==> src/rtl/mips_pkg.sv <==
// Shared MIPS encodings used by the EX-stage HI/LO multiply/divide unit.
package mips_pkg;

  localparam logic [5:0] OP_SPECIAL = 6'b000000;

  localparam logic [5:0] FN_MTHI  = 6'b010001;
  localparam logic [5:0] FN_MTLO  = 6'b010011;
  localparam logic [5:0] FN_MULT  = 6'b011000;
  localparam logic [5:0] FN_MULTU = 6'b011001;
  localparam logic [5:0] FN_DIV   = 6'b011010;
  localparam logic [5:0] FN_DIVU  = 6'b011011;

  typedef enum logic [1:0] {
    IDLE = 2'd0,
    RUN  = 2'd1,
    FIX  = 2'd2
  } muldiv_state_t;

endpackage

==> src/rtl/muldiv_iter.sv <==
// Iterative datapath: shift-add multiply and restoring divide, one bit per cycle,
// with combinational sign fixup of the final result.
module muldiv_iter #(
  parameter int XLEN = 32
) (
  input  logic            clk,
  input  logic            rst_n,
  input  logic            start,
  input  logic            step,
  input  logic            is_div,
  input  logic            is_signed,
  input  logic [XLEN-1:0] a,
  input  logic [XLEN-1:0] b,
  output logic            last,
  output logic [XLEN-1:0] res_hi,
  output logic [XLEN-1:0] res_lo
);

  localparam int CW = $clog2(XLEN);

  logic            div_q;
  logic            neg_res;
  logic            neg_rem;
  logic            div_zero;
  logic [CW-1:0]   cnt;
  logic [XLEN-1:0] operand;
  logic [2*XLEN-1:0] acc;
  logic [XLEN:0]   rem;
  logic [XLEN-1:0] quo;

  logic            a_neg;
  logic            b_neg;
  logic [XLEN-1:0] a_abs;
  logic [XLEN-1:0] b_abs;

  assign a_neg = is_signed & a[XLEN-1];
  assign b_neg = is_signed & b[XLEN-1];
  assign a_abs = a_neg ? -a : a;
  assign b_abs = b_neg ? -b : b;

  logic [XLEN:0]   mul_sum;
  logic [XLEN+1:0] div_shift;
  logic [XLEN:0]   div_diff;
  logic            div_ge;

  assign mul_sum   = {1'b0, acc[2*XLEN-1:XLEN]} + (acc[0] ? {1'b0, operand} : '0);
  assign div_shift = {rem, quo[XLEN-1]};
  assign div_diff  = div_shift[XLEN:0] - {1'b0, operand};
  assign div_ge    = div_shift >= {2'b00, operand};

  // Multiply: acc low half starts as the multiplier and drains out as the
  // product shifts in. Divide: quo starts as the dividend and fills with quotient bits.
  always_ff @(posedge clk or negedge rst_n) begin
    // NOTE: state registers use non-blocking assignments so every flop samples pre-edge values.
    if (!rst_n) begin
      div_q    <= 1'b0;
      neg_res  <= 1'b0;
      neg_rem  <= 1'b0;
      div_zero <= 1'b0;
      cnt      <= '0;
      operand  <= '0;
      acc      <= '0;
      rem      <= '0;
      quo      <= '0;
    end else if (start) begin
      div_q    <= is_div;
      neg_res  <= a_neg ^ b_neg;
      neg_rem  <= a_neg;
      div_zero <= is_div & (b == '0);
      cnt      <= '0;
      operand  <= is_div ? b_abs : a_abs;
      acc      <= {{XLEN{1'b0}}, b_abs};
      rem      <= '0;
      quo      <= a_abs;
    end else if (step) begin
      cnt <= cnt + 1'b1;
      if (div_q) begin
        rem <= div_ge ? div_diff : div_shift[XLEN:0];
        quo <= {quo[XLEN-2:0], div_ge};
      end else begin
        acc <= {mul_sum, acc[XLEN-1:1]};
      end
    end
  end

  assign last = (cnt == CW'(XLEN - 1));

  logic [2*XLEN-1:0] prod;
  logic [XLEN-1:0]   q_fix;
  logic [XLEN-1:0]   r_fix;

  // A zero divisor leaves rem == |dividend|, so re-applying the dividend sign
  // returns the raw rs value in HI.
  assign prod  = neg_res ? -acc : acc;
  assign q_fix = div_zero ? '1 : (neg_res ? -quo : quo);
  assign r_fix = neg_rem ? -rem[XLEN-1:0] : rem[XLEN-1:0];

  assign res_hi = div_q ? r_fix : prod[2*XLEN-1:XLEN];
  assign res_lo = div_q ? q_fix : prod[XLEN-1:0];

endmodule

==> src/rtl/hilo_muldiv_unit.sv <==
// EX-stage HI/LO owner: MTHI/MTLO writes, iterative mul/div FSM, flush handling.
module hilo_muldiv_unit
  import mips_pkg::*;
#(
  parameter int XLEN = 32
) (
  input  logic            clk,
  input  logic            rst_n,
  input  logic            valid,
  input  logic [5:0]      op,
  input  logic [5:0]      func,
  input  logic [XLEN-1:0] rs_val,
  input  logic [XLEN-1:0] rt_val,
  input  logic            flush,
  output logic [XLEN-1:0] hi,
  output logic [XLEN-1:0] lo,
  output logic            busy,
  output logic            done
);

  muldiv_state_t state;

  logic accept;
  logic is_md;
  logic is_div;
  logic is_signed;
  logic last;
  logic [XLEN-1:0] res_hi;
  logic [XLEN-1:0] res_lo;

  assign accept    = valid & (op == OP_SPECIAL) & (state == IDLE) & ~flush;
  assign is_md     = (func == FN_MULT) | (func == FN_MULTU) | (func == FN_DIV) | (func == FN_DIVU);
  assign is_div    = (func == FN_DIV) | (func == FN_DIVU);
  assign is_signed = (func == FN_MULT) | (func == FN_DIV);

  muldiv_iter #(.XLEN(XLEN)) u_iter (
    .clk       (clk),
    .rst_n     (rst_n),
    .start     (accept & is_md),
    .step      (state == RUN),
    .is_div    (is_div),
    .is_signed (is_signed),
    .a         (rs_val),
    .b         (rt_val),
    .last      (last),
    .res_hi    (res_hi),
    .res_lo    (res_lo)
  );

  // Flush kills the FIX write as well, so the pulse is masked combinationally.
  assign done = (state == FIX) & ~flush;

  always_ff @(posedge clk or negedge rst_n) begin
    if (!rst_n) begin
      state <= IDLE;
      busy  <= 1'b0;
      hi    <= '0;
      lo    <= '0;
    end else begin
      case (state)
        IDLE: begin
          if (accept) begin
            if (func == FN_MTHI) hi <= rs_val;
            if (func == FN_MTLO) lo <= rs_val;
            if (is_md) begin
              state <= RUN;
              busy  <= 1'b1;
            end
          end
        end
        RUN: begin
          if (flush) begin
            state <= IDLE;
            busy  <= 1'b0;
          end else if (last) begin
            state <= FIX;
          end
        end
        FIX: begin
          if (!flush) begin
            hi <= res_hi;
            lo <= res_lo;
          end
          state <= IDLE;
          busy  <= 1'b0;
        end
        default: begin
          state <= IDLE;
          busy  <= 1'b0;
        end
      endcase
    end
  end

endmodule
==> config.mk <==
export PLATFORM = sky130hd
export DESIGN_NAME = hilo_muldiv_unit
export DESIGN_NICKNAME = d
export VERILOG_FILES = /design/src/rtl/mips_pkg.sv /design/src/rtl/muldiv_iter.sv /design/src/rtl/hilo_muldiv_unit.sv
export SDC_FILE = /design/constraint.sdc
export NUM_CORES = 1
export LEC_CHECK = 0
export CORE_MARGIN = 10
export CORE_UTILIZATION = 40
export CTS_CLUSTER_SIZE = 25
export DETAILED_ROUTE_END_ITERATION = 6
export HOLD_SLACK_MARGIN = 0.08
export SLEW_MARGIN = 10
export SYNTH_ARGS = -nofsm -noshare
export SYNTH_HDL_FRONTEND = slang
export SYNTH_SLANG_ARGS = --single-unit
==> constraint.sdc <==
create_clock -name clk -period 4.2 [get_ports clk]
set_input_delay 0.84 -clock clk [delete_from_list [all_inputs] [get_ports clk]]
set_output_delay 0.84 -clock clk [all_outputs]
set_load 0.05 [all_outputs]
-- Word-level counts from Yosys, hierarchy flattened
Index checks and enable logic that the tools add are counted.
- output and inout port bits: 66
- flip-flop bits (word level): 237
- bits of input ports: 80
- eq/ne operators: 17
- multiplexer cells: 39
- $add $sub $neg: 8
- $lt $le $gt $ge: 1
- reduce and logical (&&, ||, !) cells: 12
- bitwise operators: 15
- operators by type and width (cell ; number):
    $mux W32 ; 18
    $mux W64 ; 4
    $mux W33 ; 4
    $neg A32 Y32 ; 4
    $pmux W32 S2 ; 2
    $neg A64 Y64 ; 1
    $eq A6 B5 Y1 const B ; 6
    $ge A34 B32 Y1 ; 1
    $add A32 B33 Y33 ; 1
    $sub A33 B32 Y33 ; 1
    $logic_not A32 Y1 ; 1
    $mux W5 ; 2
    $and A1 B1 Y1 ; 8
    $mux W2 ; 4
    $ne A2 B2 Y1 const B ; 4
    $reduce_and A4 Y1 ; 2
    $logic_not A6 Y1 ; 1
    $ne A2 B1 Y1 const B ; 3
    $reduce_and A3 Y1 ; 2
    $reduce_bool A2 Y1 ; 3
    $add A5 B1 Y5 const B ; 1
    $eq A5 B5 Y1 const B ; 1
    $or A1 B1 Y1 ; 5
    $pmux W2 S2 ; 1
    9 further kinds ; 12

-- Logic depth before layout (Yosys ltp)
- depth after elaboration: 7
- mapped depth: 15
- gate-level depth less buffers: 13

-- Cells and area by module
Synthesis repeated with hierarchy kept, for this count alone.
- cell total of the unflattened synthesis: 2256
- area total of the unflattened synthesis: 18320.1 um^2
- by module, submodules not included (module ; instances ; area each (um^2) ; cells an instance):
    muldiv_iter ; 1 ; 15092.0 ; 1907
    hilo_muldiv_unit ; 1 ; 3228.1 ; 349

-- Worst setup path before layout
Ideal clock, no wire load.
- kind: flip-flop to flip-flop
- from: register u_iter.acc[0]
- to: register hi[22]
- path slack: 955 ps
- cell stages (with the launch flop): 13
- setup time: 130 ps
- arrival: 3115 ps
- path buffers: 1
- path through: dfrtp_1 inv_1 clkbuf_1 ha_1 nor2b_1 nand4_1 or4_1 or4_4 or4_4 o21ai_2 xnor2_1 o21ai_2 o221ai_2
- longest elaborated chain between the ends: 5
- RTL lines (element ; RTL line ; RTL):
    from (decl) ; muldiv_iter.sv:27 ; logic [2*XLEN-1:0] acc;
    from (signal assigned) ; muldiv_iter.sv:72 ; acc <= {{XLEN{1'b0}}, b_abs};
    from (signal assigned) ; muldiv_iter.sv:81 ; acc <= {mul_sum, acc[XLEN-1:1]};
    $neg A64 Y64 ; muldiv_iter.sv:94 ; assign prod = neg_res ? -acc : acc;
    $mux W64 ; muldiv_iter.sv:94 ;
    $mux W32 ; muldiv_iter.sv:98 ; assign res_hi = div_q ? r_fix : prod[2*XLEN-1:XLEN];
    $mux W32 ; hilo_muldiv_unit.sv:80 ; if (!flush) begin
    $pmux W32 S2 ; hilo_muldiv_unit.sv:60 ; case (state)
    to (signal assigned) ; hilo_muldiv_unit.sv:63 ; if (func == FN_MTHI) hi <= rs_val;
    to (signal assigned) ; hilo_muldiv_unit.sv:81 ; hi <= res_hi;
    to (decl) ; hilo_muldiv_unit.sv:15 ; output logic [XLEN-1:0] hi,
No other way between the ends. The select of a mux whose other input is x is not followed.
A chain may end at the register's enable or synchronous reset.

-- Final worst setup path
- from: register u_iter.quo[31]
- to: register u_iter.rem[32]
- longest elaborated chain between the ends: 5
- RTL lines (element ; RTL line ; RTL):
    from (decl) ; muldiv_iter.sv:29 ; logic [XLEN-1:0] quo;
    from (signal assigned) ; muldiv_iter.sv:74 ; quo <= a_abs;
    from (signal assigned) ; muldiv_iter.sv:79 ; quo <= {quo[XLEN-2:0], div_ge};
    $sub A33 B32 Y33 or $ge A34 B32 Y1 (tied branches) ; muldiv_iter.sv:48, muldiv_iter.sv:49 ;
    $mux W33 (*) ; muldiv_iter.sv:78 ; rem <= div_ge ? div_diff : div_shift[XLEN:0];
    $mux W33 (*) ; muldiv_iter.sv:77 ; if (div_q) begin
    $mux W33 (*) ; muldiv_iter.sv:75 ; end else if (step) begin
    $mux W33 (*) ; muldiv_iter.sv:65 ; end else if (start) begin
    to (signal assigned) ; muldiv_iter.sv:78 ;
    to (decl) ; muldiv_iter.sv:28 ; logic [XLEN:0] rem;
Every way passes the cells marked *; elsewhere a longest branch is shown, timed or not. The select of a mux whose other input is x is not followed.

==> flow_metrics.env <==
export IMPL_hp_class="input port to asynchronous set/reset pin"
export IMPL_path_max_fanout=5
export IMPL_cp_start_kind="flop"
export IMPL_synth_area_leader_cell="dfrtp_1"
export IMPL_numCtsBuffers=30
export IMPL_netlist_top_cells_area="dfrtp_1 33%, xnor2_1 6.7%, o21ai_0 6.4%"
export IMPL_fin_setup_tns_ns=0
export IMPL_max_vdd_ir_drop_uv=297.1
export IMPL_setup_viol=0
export IMPL_clock_root_buffer="clkbuf_16"
export IMPL_min_period_ns=3.867
export IMPL_cp_arrival_ns=4.32
export IMPL_power_leakage_nw=8.769
export IMPL_cts_sinks=237
export IMPL_die_area_um2=54240
export IMPL_layout_commonest_cell="nand2_1"
export IMPL_netlist_instances=2249
export IMPL_synth_edf_count=0
export IMPL_period_share_pct=92.07
export IMPL_relSlewSlack_pct=21.77
export IMPL_dr_first_iter_drc_count=2258
export IMPL_area_growth_pct=18.13
export IMPL_critPathSlowestCell="o31ai_1"
export IMPL_dr_pass1_iters=6
export IMPL_vias=18410
export IMPL_grt_max_degree=106
export IMPL_nNetsFinal=2514
export IMPL_grt_antenna_before_repair=1
export IMPL_clk_latency_ns=0.60
export IMPL_syn_area_um2=18130
export IMPL_route_detailed_drc=0
export IMPL_die_h_um=232.9
export IMPL_instances_no_fill=2976
export IMPL_numPortBuffers=145
export IMPL_wire_per_inst_um=25.19
export IMPL_synth_area_per_cell_um2=8.061
export IMPL_dp_cells=2921
export IMPL_grt_pass1_vias=17131
export IMPL_initial_core_util_pct=40.73
export IMPL_dr_wl_met3_um=7764
export IMPL_cts_resized=0
export IMPL_layout_common_cells="238 x nand2_1, 235 x dfrtp_1, 232 x o21ai_0"
export IMPL_hold_viol_final=0
export IMPL_grtUsageTotal_pct=26.84
export IMPL_htree_levels=1
export IMPL_slew_viol_final=0
export IMPL_skew_ns=0.02240
export IMPL_maxCapViolCount=0
export IMPL_n_antenna_cell=0
export IMPL_num_rows=77
export IMPL_clock_path_buffers=3
export IMPL_yosysSeqAreaShare_pct=32.71
export IMPL_grt_overflow=0
export IMPL_yosysTopAreaCellShare_pct=32.71
export IMPL_grt_first_pass_wirelength_um=111900
export IMPL_yosys_register_bits=237
export IMPL_fp_coreArea_um2=44510
export IMPL_power_density_nw_per_um2=268.8
export IMPL_path_cells="inv_1 > ha_1 > inv_1 > fa_1 > nand3_1 > a21oi_1 > o31ai_1 > a31oi_1 > o31ai_1 > o21ai_0 > a41oi_1 > mux2i_1 > o21ai_0"
export IMPL_wl_met2_um=32410
export IMPL_final_antenna_net_count=0
export IMPL_crit_type="flop to flop"
export IMPL_met1_length_um=33090
export IMPL_crit_path_max_incr_delay_ns=0.81
export IMPL_io_pins=146
export IMPL_fmax_mhz=258.6
export IMPL_die_x_um=232.9
export IMPL_post_cts_buffers=0
export IMPL_synth_cell_types=78
export IMPL_dpl_hpwl_um=58120
export IMPL_cp_top_family="compound AO/OA/AOI/OAI gates"
export IMPL_ys_flop_type="dfrtp_1"
export IMPL_top_layer="met5"
export IMPL_cts_tree="built"
export IMPL_finalPower_w=0.005758
export IMPL_layout_drive_gt1_share_pct=7.089
export IMPL_yosys_warnings=0
export IMPL_rsz0062_at_grt="false"
export IMPL_clk_pin_slew_worst_paths_ns=0.06
export IMPL_endpoint_kind="flop"
export IMPL_worst_path_buf_inv=2
export IMPL_worst_slew_pin_slew_ns=1.173
export IMPL_fin_util_pct=48.12
export IMPL_worstPathRequired_ns=4.65
export IMPL_drt_total_wl_um=74980
export IMPL_place_gp_congestion=1.006
export IMPL_synthArstFlopShare_pct=100.0
export IMPL_ctsHoldBuffers=0
export IMPL_syn_num_nets=2402
export IMPL_avgViaCountPerCell=6.186
export IMPL_status="finished, final reports clean"
through the flow:
| stage | setup WS (ns) | hold slack, ns | instance area [um^2] |
|---|---|---|---|
| final | 0.3329 | 0.2969 | 21420 |
| after global routing | 0.01916 | 0.3723 | 21420 |
| after CTS | 0.4247 | 0.3533 | 21420 |
| after detailed placement | 0.3528 | 0.4751 | 20430 |
| after global placement | 0.4629 | 0.4641 | 20430 |
| after floorplan | 0.9552 | 0.4498 | 18130 |
flip-flops by register name, indices dropped and copies added (netlist names):
| name | flops |
|---|---|
| busy | 1 |
| hi | 32 |
| lo | 32 |
| state | 2 |
| u_iter.acc | 64 |
| u_iter.cnt | 5 |
| u_iter.div_q | 1 |
| u_iter.div_zero | 1 |
| u_iter.neg_rem | 1 |
| u_iter.neg_res | 1 |
| u_iter.operand | 32 |
| u_iter.quo | 32 |
| u_iter.rem | 33 |
where the power goes:
part | switching (W) | internal [W] | total, W | leakage [nW]
sequential | 0.0000506 | 0.00232 | 0.00237 | 2.79
combinational | 0.000459 | 0.000291 | 0.000749 | 5.50
clock | 0.00110 | 0.00154 | 0.00264 | 0.484
total | 0.00161 | 0.00414 | 0.00576 | 8.77
synth_stat cells, types with 7 or more instances:
cell	count
a21oi_1	173
or3_1	32
o211ai_1	14
a211oi_1	9
or4_1	17
a221o_1	7
o221ai_1	45
o31ai_1	54
xor2_1	95
dfrtp_1	237
o21bai_1	13
xnor2_1	138
clkbuf_1	116
and3_1	10
nor2_1	187
nand3_1	102
nor4_1	18
inv_1	61
and2_1	11
ha_1	71
o21ai_0	232
a31oi_1	26
nand2b_1	24
nand4_1	18
a22oi_1	45
nor3_1	32
buf_1	10
o21a_1	12
a21o_1	24
o41ai_1	20
mux2i_1	27
nand2_1	240
o22ai_1	13
or2_2	12
per-layer routing:
layer / GRT usage [%] / up-vias
met2: 40.08 / 928
met5: 0 / -
li1: - / 8423
met3: 5.841 / 102
met1: 38.64 / 8955
met4: 6.249 / 2
final timing paths:
check	to	slack, ns	start	cells past startpoint
max reg2reg	u_iter.rem[32]$_DFFE_PN0P_	0.33	u_iter.quo[31]$_DFFE_PN0P_	13
min in group clk	hi[16]$_DFFE_PN0P_	0.49	hi[16]$_DFFE_PN0P_	2
max	u_iter.rem[32]$_DFFE_PN0P_	0.33	u_iter.quo[31]$_DFFE_PN0P_	13
max in group asynchronous	u_iter.acc[5]$_DFFE_PN0P_	2.94	rst_n	2
min	busy$_DFFE_PN0P_	0.30	rst_n	1
min reg2reg	hi[16]$_DFFE_PN0P_	0.49	hi[16]$_DFFE_PN0P_	2
area by class of cell:
class / count / area (um^2)
clock inverters: 12 / 130.1
inverters: 64 / 240.2
fillers: 4408 / 23090
repair buffers: 215 / 2074
flip-flops and latches: 237 / 5933
multi-input cells: 1813 / 11440
well taps: 592 / 740.7
clock buffers: 43 / 859.6
logic make-up after synthesis:
logic type / count (synthesis) / share of synthesized area, %
compound gates: 734 / 25.38
simple gates: 742 / 19.39
xor+xnor: 233 / 11.26
mux: 31 / 1.739
fa+ha+maj: 73 / 5.121
buf+inv: 199 / 4.410
flops: 237 / 32.71
Power figures use the tool's default switching activity.
